## src/rtl/joy_event_fifo.sv

```systemverilog
// Joystick change-event recorder: round-robin change detection into a show-ahead FIFO.
// Optional timestamping is enabled by defining JOY_EVT_TIMESTAMP_EN.
module joy_event_fifo #(
  parameter int CHANNELS = 6,
  parameter int WIDTH    = 32,
  parameter int DEPTH    = 16,
  parameter int TS_WIDTH = 16,
  localparam int CHAN_W  = (CHANNELS > 1) ? $clog2(CHANNELS) : 1,
  localparam int CNT_W   = $clog2(DEPTH + 1)
) (
  input  logic                      clk_sys,
  input  logic                      reset,
  input  logic                      ce_ts,
  input  logic [CHANNELS*WIDTH-1:0] joystick,
  input  logic                      evt_rd,
  input  logic                      clr_ovf,
  output logic                      evt_valid,
  output logic [CHAN_W-1:0]         evt_chan,
  output logic [WIDTH-1:0]          evt_data,
  output logic [TS_WIDTH-1:0]       evt_ts,
  output logic [CNT_W-1:0]          evt_count,
  output logic                      overflow
);

  localparam int AW = $clog2(DEPTH);

  logic [WIDTH-1:0]  j_q      [CHANNELS];
  logic [WIDTH-1:0]  last_rep [CHANNELS];
  logic [CHAN_W-1:0] rr;
  logic [AW:0]       wr_ptr;
  logic [AW:0]       rd_ptr;
  logic [CHAN_W-1:0] mem_chan [DEPTH];
  logic [WIDTH-1:0]  mem_data [DEPTH];

  logic [CHANNELS-1:0] pend;
  logic                sel_found;
  logic [CHAN_W-1:0]   sel;
  logic [AW:0]         count;
  logic                full;
  logic                empty;
  logic                pop;
  logic                push;

  // rr + offset stays below 2*CHANNELS, so a single conditional subtract wraps it
  function automatic logic [CHAN_W-1:0] chan_wrap(input int c);
    return (c >= CHANNELS) ? CHAN_W'(c - CHANNELS) : CHAN_W'(c);
  endfunction

  always_comb begin
    pend = '0;
    for (int c = 0; c < CHANNELS; c++) begin
      pend[c] = (j_q[c] != last_rep[c]);
    end
  end

  always_comb begin
    sel_found = 1'b0;
    sel       = '0;
    for (int i = 0; i < CHANNELS; i++) begin
      if (!sel_found && pend[chan_wrap(int'(rr) + i)]) begin
        sel_found = 1'b1;
        sel       = chan_wrap(int'(rr) + i);
      end
    end
  end

  assign count = wr_ptr - rd_ptr;
  assign full  = (count == (AW+1)'(DEPTH));
  assign empty = (wr_ptr == rd_ptr);
  assign pop   = evt_rd && !empty;
  assign push  = sel_found && (!full || pop);

  always_ff @(posedge clk_sys or posedge reset) begin
    if (reset) begin
      for (int c = 0; c < CHANNELS; c++) begin
        j_q[c]      <= '0;
        last_rep[c] <= '0;
      end
      rr       <= '0;
      wr_ptr   <= '0;
      rd_ptr   <= '0;
      overflow <= 1'b0;
    end else begin
      for (int c = 0; c < CHANNELS; c++) begin
        j_q[c] <= joystick[c*WIDTH +: WIDTH];
      end
      if (push) begin
        last_rep[sel] <= j_q[sel];
        rr            <= (int'(sel) == CHANNELS - 1) ? '0 : sel + 1'b1;
        wr_ptr        <= wr_ptr + 1'b1;
      end
      if (pop) begin
        rd_ptr <= rd_ptr + 1'b1;
      end
      // a blocked change outranks a same-cycle clear
      if (full && !pop && (|pend)) begin
        overflow <= 1'b1;
      end else if (clr_ovf) begin
        overflow <= 1'b0;
      end
    end
  end

  always_ff @(posedge clk_sys) begin
    if (push) begin
      mem_chan[wr_ptr[AW-1:0]] <= sel;
      mem_data[wr_ptr[AW-1:0]] <= j_q[sel];
    end
  end

  assign evt_valid = !empty;
  assign evt_count = count;
  assign evt_chan  = empty ? '0 : mem_chan[rd_ptr[AW-1:0]];
  assign evt_data  = empty ? '0 : mem_data[rd_ptr[AW-1:0]];

`ifdef JOY_EVT_TIMESTAMP_EN
  logic [TS_WIDTH-1:0] ts_cnt;
  logic [TS_WIDTH-1:0] mem_ts [DEPTH];

  always_ff @(posedge clk_sys or posedge reset) begin
    if (reset) begin
      ts_cnt <= '0;
    end else if (ce_ts) begin
      ts_cnt <= ts_cnt + 1'b1;
    end
  end

  always_ff @(posedge clk_sys) begin
    if (push) begin
      mem_ts[wr_ptr[AW-1:0]] <= ts_cnt;
    end
  end

  assign evt_ts = empty ? '0 : mem_ts[rd_ptr[AW-1:0]];
`else
  logic unused_ce_ts;
  assign unused_ce_ts = ce_ts;
  assign evt_ts       = '0;
`endif

endmodule

```

## config.mk

```make
export PLATFORM = sky130hd
export DESIGN_NAME = joy_event_fifo
export DESIGN_NICKNAME = d
export VERILOG_FILES = /design/src/rtl/joy_event_fifo.sv
export SDC_FILE = /design/constraint.sdc
export NUM_CORES = 1
export LEC_CHECK = 0
export CAP_MARGIN = 5
export CORE_UTILIZATION = 53
export DETAILED_ROUTE_END_ITERATION = 7
export GPL_ROUTABILITY_DRIVEN = 0
export GPL_TIMING_DRIVEN = 0
export PLACE_DENSITY = 0.84
export SLEW_MARGIN = 10
export SYNTH_ARGS = -nofsm -noshare
export SYNTH_HDL_FRONTEND = slang
export SYNTH_SLANG_ARGS = --single-unit
```

## constraint.sdc

```tcl
create_clock -name clk_sys -period 14.4 [get_ports clk_sys]
set_clock_uncertainty 0.15 [all_clocks]
set_input_delay 2.88 -clock clk_sys [delete_from_list [all_inputs] [get_ports clk_sys]]
set_output_delay 2.88 -clock clk_sys [all_outputs]
set_load 0.05 [all_outputs]
```

Word level (Yosys, flattened, before mapping)
Memories as Yosys holds them, arrays and structs flattened.
Index checks and enable logic that the tools add are counted.
{"block": "classes", "addsub": 15, "magnitude_cmp": 14, "eq_ne": 9, "n_mux": 43, "n_bitwise": 1, "reduce_logical": 21}
{"op": "bitwise mux 192 bit", "n": 1}
{"op": "inequality test 32 bit", "n": 6}
{"op": "2-to-1 mux 32 bit", "n": 4}
{"op": "binary-select mux 32 bit (select 3 bit)", "n": 1}
{"op": "demux 32 bit (select 3 bit)", "n": 1}
{"op": "2-to-1 mux 3 bit", "n": 14}
{"op": "< comparator 3 x 4 -> 1 bit (second input constant)", "n": 6}
{"op": "greater-or-equal comparator 4 x 3 -> 1 bit (second input constant)", "n": 5}
{"op": "binary-select mux 1 bit (select 3 bit)", "n": 6}
{"op": "subtractor 3 bit (second input constant)", "n": 6}
{"op": "2-to-1 mux 1 bit", "n": 16}
{"op": "adder 5 x 1 -> 5 bit (second input constant)", "n": 2}
{"op": "logical AND 1 bit", "n": 10}
{"op": "adder 3 x 2 -> 4 bit (second input constant)", "n": 2}
{"op": "adder 3 x 3 -> 4 bit (second input constant)", "n": 2}
{"op": "logical NOT 1 bit", "n": 8}
{"op": "OR reduction 6 bit", "n": 1}
{"op": "== test 5 bit", "n": 1}
{"op": "== test 5 bit (second input constant)", "n": 1}
{"op": "subtractor 5 bit", "n": 1}
{"op": "adder 3 x 1 -> 4 bit (second input constant)", "n": 1}
{"op": "greater-or-equal comparator 4 bit (second input constant)", "n": 1}
{"op": "< comparator 4 x 1 -> 1 bit (second input constant)", "n": 1}
{"op": "inverter 3 -> 4 bit", "n": 1}
{"op": "other kinds (5)", "n": 5}
{"block": "word_totals", "register_bits": 398, "ram_bits": 560, "in_bits": 197, "out_inout_bits": 58, "memories": 2}
{"memory": "mem_data", "depth": 16, "width": 32, "rd": 1, "rd_ports_with_merged_regs": 0, "write_ports": 1, "line": "33", "source": "logic [WIDTH-1:0] mem_data [DEPTH];"}
{"memory": "mem_chan", "depth": 16, "width": 3, "rd": 1, "rd_ports_with_merged_regs": 0, "write_ports": 1, "line": "32", "source": "logic [CHAN_W-1:0] mem_chan [DEPTH];"}

Longest topological paths before layout
Gate-level depths: netlist (run 1).
{"block": "logic_depth", "word_depth": 26, "depth_mapped": 18, "ltp_nobuf": 14}

Least setup slack after synthesis (run 1)
OpenSTA, ideal clock, no wires.
{"block": "synth_timing", "path_type": "reg-to-output", "startpoint": "register rd_ptr[0]", "endpoint": "output evt_chan[0]", "arrival_time_ns": 2.740, "required_ns": 11.370, "setup_slack_ns": 8.630, "path_stages_with_launch": 7, "n_path_buf": 3, "cell_sequence": "dfrtp_1 > clkbuf_1 > clkbuf_1 > buf_1 > mux4_2 > mux4_2 > nor2b_1"}
{"block": "synth_between", "elab_chain_cells": 2, "word_cells_on_any_way": 3, "classes_between": "eq/ne (1); mux (1); memory (1)"}
{"item": "start, declared", "line": "31", "source": "logic [AW:0] rd_ptr;"}
{"item": "start signal, assigned", "line": "93", "source": "rd_ptr <= rd_ptr + 1'b1;"}
{"item": "memory (16 x 3 bit) or == test 5 bit (tied branches)"}
{"item": "2-to-1 mux 3 bit *", "line": "113", "source": "assign evt_chan = empty ? '0 : mem_chan[rd_ptr[AW-1:0]];"}
{"item": "end, declared", "line": "18", "source": "output logic [CHAN_W-1:0] evt_chan,"}
Every way passes the cells marked *; elsewhere a longest branch is shown, timed or not.

Worst setup path after layout (run 1)
{"block": "layout_timing", "startpoint": "register rd_ptr[1]", "endpoint": "output evt_data[29]"}
{"block": "layout_between", "elab_chain_cells": 2, "word_cells_on_any_way": 3, "classes_between": "eq/ne (1); mux (1); memory (1)"}
{"item": "memory (16 x 32 bit) or == test 5 bit (tied branches)"}
{"item": "2-to-1 mux 32 bit *", "line": "114", "source": "assign evt_data = empty ? '0 : mem_data[rd_ptr[AW-1:0]];"}
{"item": "end, declared", "line": "19", "source": "output logic [WIDTH-1:0] evt_data,"}
Marks and branches as above.

==> results_dict.tcl, run 1 <==
set metrics [dict create \
    hold_buffers 0 \
    finalNetCount 2793 \
    endpoint "evt_data[29]" \
    drc 0 \
    most-common-layout-cells "560 x edfxtp_1, 398 x dfrtp_1, 237 x clkdlybuf4s50_1" \
    antenna_left 0 \
    cp.arrival_ns 5.73 \
    synth_area_leaders "edfxtp_1 43%, dfrtp_1 26%, mux4_2 10%" \
    die_area_sq_mm 0.0746 \
    cts_buffer_depth 3 \
    cts_resized 0 \
    io_buffers 237 \
    drt_iter0_markers 2724 \
    r2r_cells 15 \
    postCtsSetupRepairBufs 0 \
    ys_ff_latch 958 \
    cts_inserted_buffers 94 \
    viasPerCell 6.15 \
    worst_pin_slew_ns 1.35 \
    placed_cells 3434 \
    synth_edf_count 560 \
    grt_usage_pct 29.3 \
    synth_cell_types 63 \
    drv_slew 0 \
    rr_endpoint "mem_data[3][1]$_DFFE_PP_" \
    layout_commonest_cell "edfxtp_1" \
    postPlaceCellArea_sq_mm 0.0433 \
    run_status "complete, no violations" \
    diodes 0 \
    worstHoldPathType "reg2reg" \
    synth_top_area_cell "edfxtp_1" \
    grt_max_degree 119 \
    reg2reg_from "rd_ptr[1]$_DFFE_PP0P_" \
    synth.yosys.warnings 0 \
    wirelength_microns 107000 \
    hpwl_microns 71300 \
    syn_inst 2183 \
    firstDrtPassIters 7 \
    core_sq_mm 0.0728 \
    post-route-cell-area_sq_mm 0.0465 \
    cp-start-kind "flop" \
    final_cells 3613 \
    crit_type "reg2out" \
    cts_sinks 958 \
    clock_latency_ns 0.66 \
    cts_tree "done" \
    areaGrowthSynthToFinish_pct 19.5 \
    ys.flop_type "edfxtp_1" \
    row_count 99 \
    max_freq_ghz 0.114 \
    grt_pass1_wl_microns 156000 \
    clockRootBuffer "clkbuf_16" \
    maxCapViolations 0 \
    hold_viol_final 0 \
    vias 22200 \
    ff2ff_setup_slack_ns 7.83 \
    fp.dieW_microns 273 \
    critPathCaptureType "output port" \
    grt_antenna_before_repair 2 \
    synth-seq-area-share_pct 68.7 \
    async_flop_share_pct 41.5 \
    syn_area_sq_mm 0.0390 \
    setup_viol 0 \
    grt.overflow.total 0 \
    worstPathRequired_ns 11.37 \
    clk_pin_slew_ns 0.06 \
    cp-startpoint "rd_ptr[1]$_DFFE_PP0P_" \
    drive_above_1_share_pct 23.6 \
    die_h_microns 273 \
    rsz0062_at_grt "false" \
    syn_area_per_cell_sq_um 17.8 \
    grt_pass1_vias 23800 \
    min_period_ns 8.76 \
    relSlewSlack_pct 9.95 \
    htreeDepth 3 \
    post_drt_wl_per_cell_microns 29.6 \
    period_share_pct 60.8 \
    initial_core_util_pct 53.5 \
    io_pins 255 \
    synth_top_area_share_pct 43.2 \
    worst-path-max-fanout 10 \
]
registers in the layout, summed over array words and instances (netlist names):
register / count
rd_ptr: 5
mem_chan: 48
j_q: 192
overflow: 1
last_rep: 192
rr: 3
mem_data: 512
wr_ptr: 5
how the worst min path moves through the flow:
stage | startpoint | to | slack (ns) | cells past startpoint
2_1_floorplan | wr_ptr[4]$_DFFE_PP0P_ | wr_ptr[4]$_DFFE_PP0P_ | 0.31 | 1
3_3_place_gp | wr_ptr[4]$_DFFE_PP0P_ | wr_ptr[4]$_DFFE_PP0P_ | 0.33 | 1
3_5_place_dp | wr_ptr[4]$_DFFE_PP0P_ | wr_ptr[4]$_DFFE_PP0P_ | 0.34 | 1
4_1_cts | wr_ptr[4]$_DFFE_PP0P_ | wr_ptr[4]$_DFFE_PP0P_ | 0.36 | 1
5_1_grt | rd_ptr[4]$_DFFE_PP0P_ | rd_ptr[4]$_DFFE_PP0P_ | 0.38 | 1
6_report | last_rep[187]$_DFFE_PP0P_ | last_rep[187]$_DFFE_PP0P_ | 0.36 | 1
kinds of logic (layout without fill, tap and decap cells):
group                      after synthesis  count (layout)  synth area share (%)
AOI/OAI and AO/OA                      123             123                  2.67
xor gates and xnor gates               210             210                  4.72
other                                    1              16               0.00963
muxes                                  433             433                  17.3
buffers and inverters                  172             628                  2.12
DFF                                    958             958                  68.7
adders and majority gates               18              18                 0.597
and+or+nand+nor                        268             268                  3.86
stage by stage:
step	util [%]	setup TNS (ns)	hold slack (ns)	setup slack (ns)
4_1_cts	63.8	0	0.355	5.68
5_1_grt	63.9	0	0.375	5.45
3_3_place_gp	58.5	-1289.49	0.329	-3.30
3_5_place_dp	59.4	0	0.344	6.46
2_1_floorplan	-	0	0.312	0.302
6_report	63.9	0	0.360	5.64
critical path, cell delays in order (launching register included):
cell	delay (ns)
dfrtp_1	0.42
clkbuf_1	0.43
clkbuf_1	0.58
clkbuf_1	0.65
inv_1	0.16
ha_1	0.34
nand3_1	0.09
nor2_2	0.62
clkbuf_1	0.71
nor2b_1	0.28
clkdlybuf4s50_1	0.78
per-layer routing:
layer	vias to the layer above	part of all wire, %	routed length, microns	track usage [%]
li1	9119	-	-	-
met1	11400	35	37400	36.1
met2	1365	50	53100	48.9
met4	4	6.4	6870	16.6
met5	-	0.032	34	0
met3	365	8.9	9520	5.33
cells in the mapped netlist (all sizes together), types with 2 or more instances:
master   count
edfxtp     560
dfrtp      398
mux4       176
mux2       161
xor2       133
mux2i       96
xnor2       77
buf         75
inv         57
and2        52
nor2        50
clkbuf      40
nor2b       37
nor4        36
a221oi      35
a211oi      34
nand4       30
nand2       18
nor3        18
ha          17
a21oi       12
nand3       10
and3         7
a21o         5
o21ai        4
o22ai        4
or2          4
o2bb2ai      3
a2111o       2
a211o        2
a31oi        2
a32oi        2
nand2b       2
o21a         2
o221ai       2
o22a         2
or4          2
layout make-up:
class / instances / area, sq um
Inverter: 57 / 221
Fill cell: 4750 / 26300
Sequential cell: 958 / 26800
Buffer: 115 / 612
Clock buffer: 117 / 2580
Timing Repair Buffer: 284 / 3010
Clock inverter: 55 / 616
Multi-Input combinational cell: 1068 / 11500
Tap cell: 959 / 1200
Power of run 1 is not shown: default switching activity piles up to over one toggle a cycle in this logic, so the estimate is an artifact.
==> inputs of run 2 (changes only) <==
--- a/config.mk
+++ b/config.mk
@@ -6,11 +6,11 @@
 export NUM_CORES = 1
 export LEC_CHECK = 0
 export CAP_MARGIN = 5
-export CORE_UTILIZATION = 53
+export CORE_UTILIZATION = 59
 export DETAILED_ROUTE_END_ITERATION = 7
 export GPL_ROUTABILITY_DRIVEN = 0
 export GPL_TIMING_DRIVEN = 0
-export PLACE_DENSITY = 0.84
+export PLACE_DENSITY = 0.88
 export SLEW_MARGIN = 10
 export SYNTH_ARGS = -nofsm -noshare
 export SYNTH_HDL_FRONTEND = slang
==> constraint.sdc (replaced) <==
create_clock -name clk_sys -period 8.6 [get_ports clk_sys]
set_clock_uncertainty 0.15 [all_clocks]
set_input_delay 1.72 -clock clk_sys [delete_from_list [all_inputs] [get_ports clk_sys]]
set_output_delay 1.72 -clock clk_sys [all_outputs]
set_load 0.05 [all_outputs]
==> results_dict.tcl, run 2 (same netlist as run 1, synthesis figures left out) <==
set metrics [dict create \
    run_status "complete, no violations" \
    cts_sinks 958 \
    postCtsSetupRepairBufs 0 \
    fp.dieW_microns 259 \
    clk_pin_slew_ns 0.06 \
    cts_tree "done" \
    clockRootBuffer "clkbuf_16" \
    post_drt_wl_per_cell_microns 31.3 \
    rr_endpoint "mem_data[1][1]$_DFFE_PP_" \
    most-common-layout-cells "560 x edfxtp_1, 398 x dfrtp_1, 237 x clkdlybuf4s50_1" \
    core_sq_mm 0.0648 \
    clock_latency_ns 0.67 \
    cp.arrival_ns 5.45 \
    grt_usage_pct 33.6 \
    worstPathRequired_ns 6.73 \
    hold_viol_final 0 \
    antenna_left 0 \
    cts_buffer_depth 3 \
    reg2reg_from "rr[0]$_DFFE_PP0P_" \
    worst-path-max-fanout 10 \
    grt_pass1_vias 24000 \
    vias 22700 \
    critPathSlowestCell "clkbuf_1" \
    final_cells 3521 \
    drc 0 \
    maxCapViolations 0 \
    ff2ff_setup_slack_ns 2.24 \
    relSlewSlack_pct 19.7 \
    rsz0062_at_grt "false" \
    worst_pin_slew_ns 1.20 \
    initial_core_util_pct 60.1 \
    layout_commonest_cell "edfxtp_1" \
    critPathCaptureType "output port" \
    cts_inserted_buffers 93 \
    worstHoldStart "wr_ptr[4]$_DFFE_PP0P_" \
    grt_max_degree 47 \
    max_freq_ghz 0.137 \
    die_h_microns 259 \
    cts_resized 0 \
    period_share_pct 85.2 \
    row_count 93 \
    grt_pass1_wl_microns 160000 \
    path_common_cell "clkbuf_1" \
    worst_slack_ns 1.28 \
    min_period_ns 7.32 \
    htreeDepth 3 \
    drt_iter0_markers 2878 \
    drive_above_1_share_pct 23.7 \
    slowest_delay_ns 0.75 \
    grt_antenna_before_repair 6 \
    worstHoldPathType "reg2reg" \
    viasPerCell 6.46 \
    largest_reg_flops 512 \
    grt.overflow.total 0 \
    firstDrtPassIters 7 \
    hold_buffers 0 \
    crit_type "reg2out" \
    hold_depth 1 \
    finalNetCount 2803 \
    areaGrowthSynthToFinish_pct 19.4 \
    placed_cells 3338 \
    die_area_sq_mm 0.0671 \
    cp-start-kind "flop" \
    finalSetupTns_ns 0 \
    hpwl_microns 71400 \
    timing.hold.ws_ns 0.344 \
    setup_viol 0 \
    r2r_cells 17 \
    fill_cells 3556 \
    io_pins 255 \
    drv_slew 0 \
    holdPathEnd "wr_ptr[4]$_DFFE_PP0P_" \
    post-place-ws_ns 2.22 \
    io_buffers 237 \
    crit_chain "clkbuf_1 > clkbuf_1 > clkbuf_1 > inv_1 > ha_1 > nand3_1 > nor2_2 > buf_8 > clkbuf_1 > nor2b_1 > clkdlybuf4s50_1" \
    wirelength_microns 110000 \
]
==> run 2: cell types whose count changed in the layout (fill, tap and decap cells not counted), sizes merged <==
| cell | change |
|---|---|
| inv | -5 |
| diode | +1 |
| clkbuf | +15 |
| buf | +11 |
| clkinvlp | -2 |
| bufinv | -4 |
| clkinv | -4 |
==> run 2: stage by stage <==
| step | cell area, sq um | utilization (%) |
|---|---|---|
| 5_1_grt | 46500 | 71.7 |
| 4_1_cts | 46400 | 71.6 |
| 2_1_floorplan | 39000 | - |
| 3_3_place_gp | 42500 | 65.5 |
| 6_report | 46500 | 71.8 |
| 3_5_place_dp | 43300 | 66.7 |
==> run 2: per-layer routing <==
metal,global-route usage (%),vias up,routed length [microns]
met4,21.0,2,7920
met3,7.20,447,10500
met1,39.5,11600,36700
met5,0,-,11
met2,56.7,1591,55200
li1,-,9139,-
==> run 2: how the worst max path moves through the flow <==
stage	startpoint	to	slack [ns]	depth (start not counted)
global route	rd_ptr[1]$_DFFE_PP0P_	evt_data[2]	1.20	11
CTS	rd_ptr[1]$_DFFE_PP0P_	evt_data[2]	1.37	11
global placement	reset	rd_ptr[2]$_DFFE_PP0P_	-0.71	2
detailed placement	rd_ptr[1]$_DFFE_PP0P_	evt_data[30]	2.22	10
floorplan	reset	j_q[0]$_DFF_PP0_	1.37	1
finish	rd_ptr[1]$_DFFE_PP0P_	evt_data[2]	1.28	11
==> run 2: worst max-delay path: cells and delay by family (launching register included) <==
kind	cells	cell delay [ns]
buffers and inverters	7	3.35
and+or+nand+nor	3	0.63
DFF	1	0.41
adders and majority gates	1	0.36
==> run 2: layout make-up <==
cell class                 instances  area [sq um]  area share, %
clock inverter                    40           420          0.904
clock buffer                     132          2720           5.86
inverter                          57           218          0.468
sequential                       958         26800           57.6
buffer                           115           613           1.32
multi-input combinational       1068         11500           24.8
antenna                            1          2.50        0.00538
tap                              855          1070           2.30
timing repair buffer             295          3160           6.79
Power of run 2 is left out for the same reason.
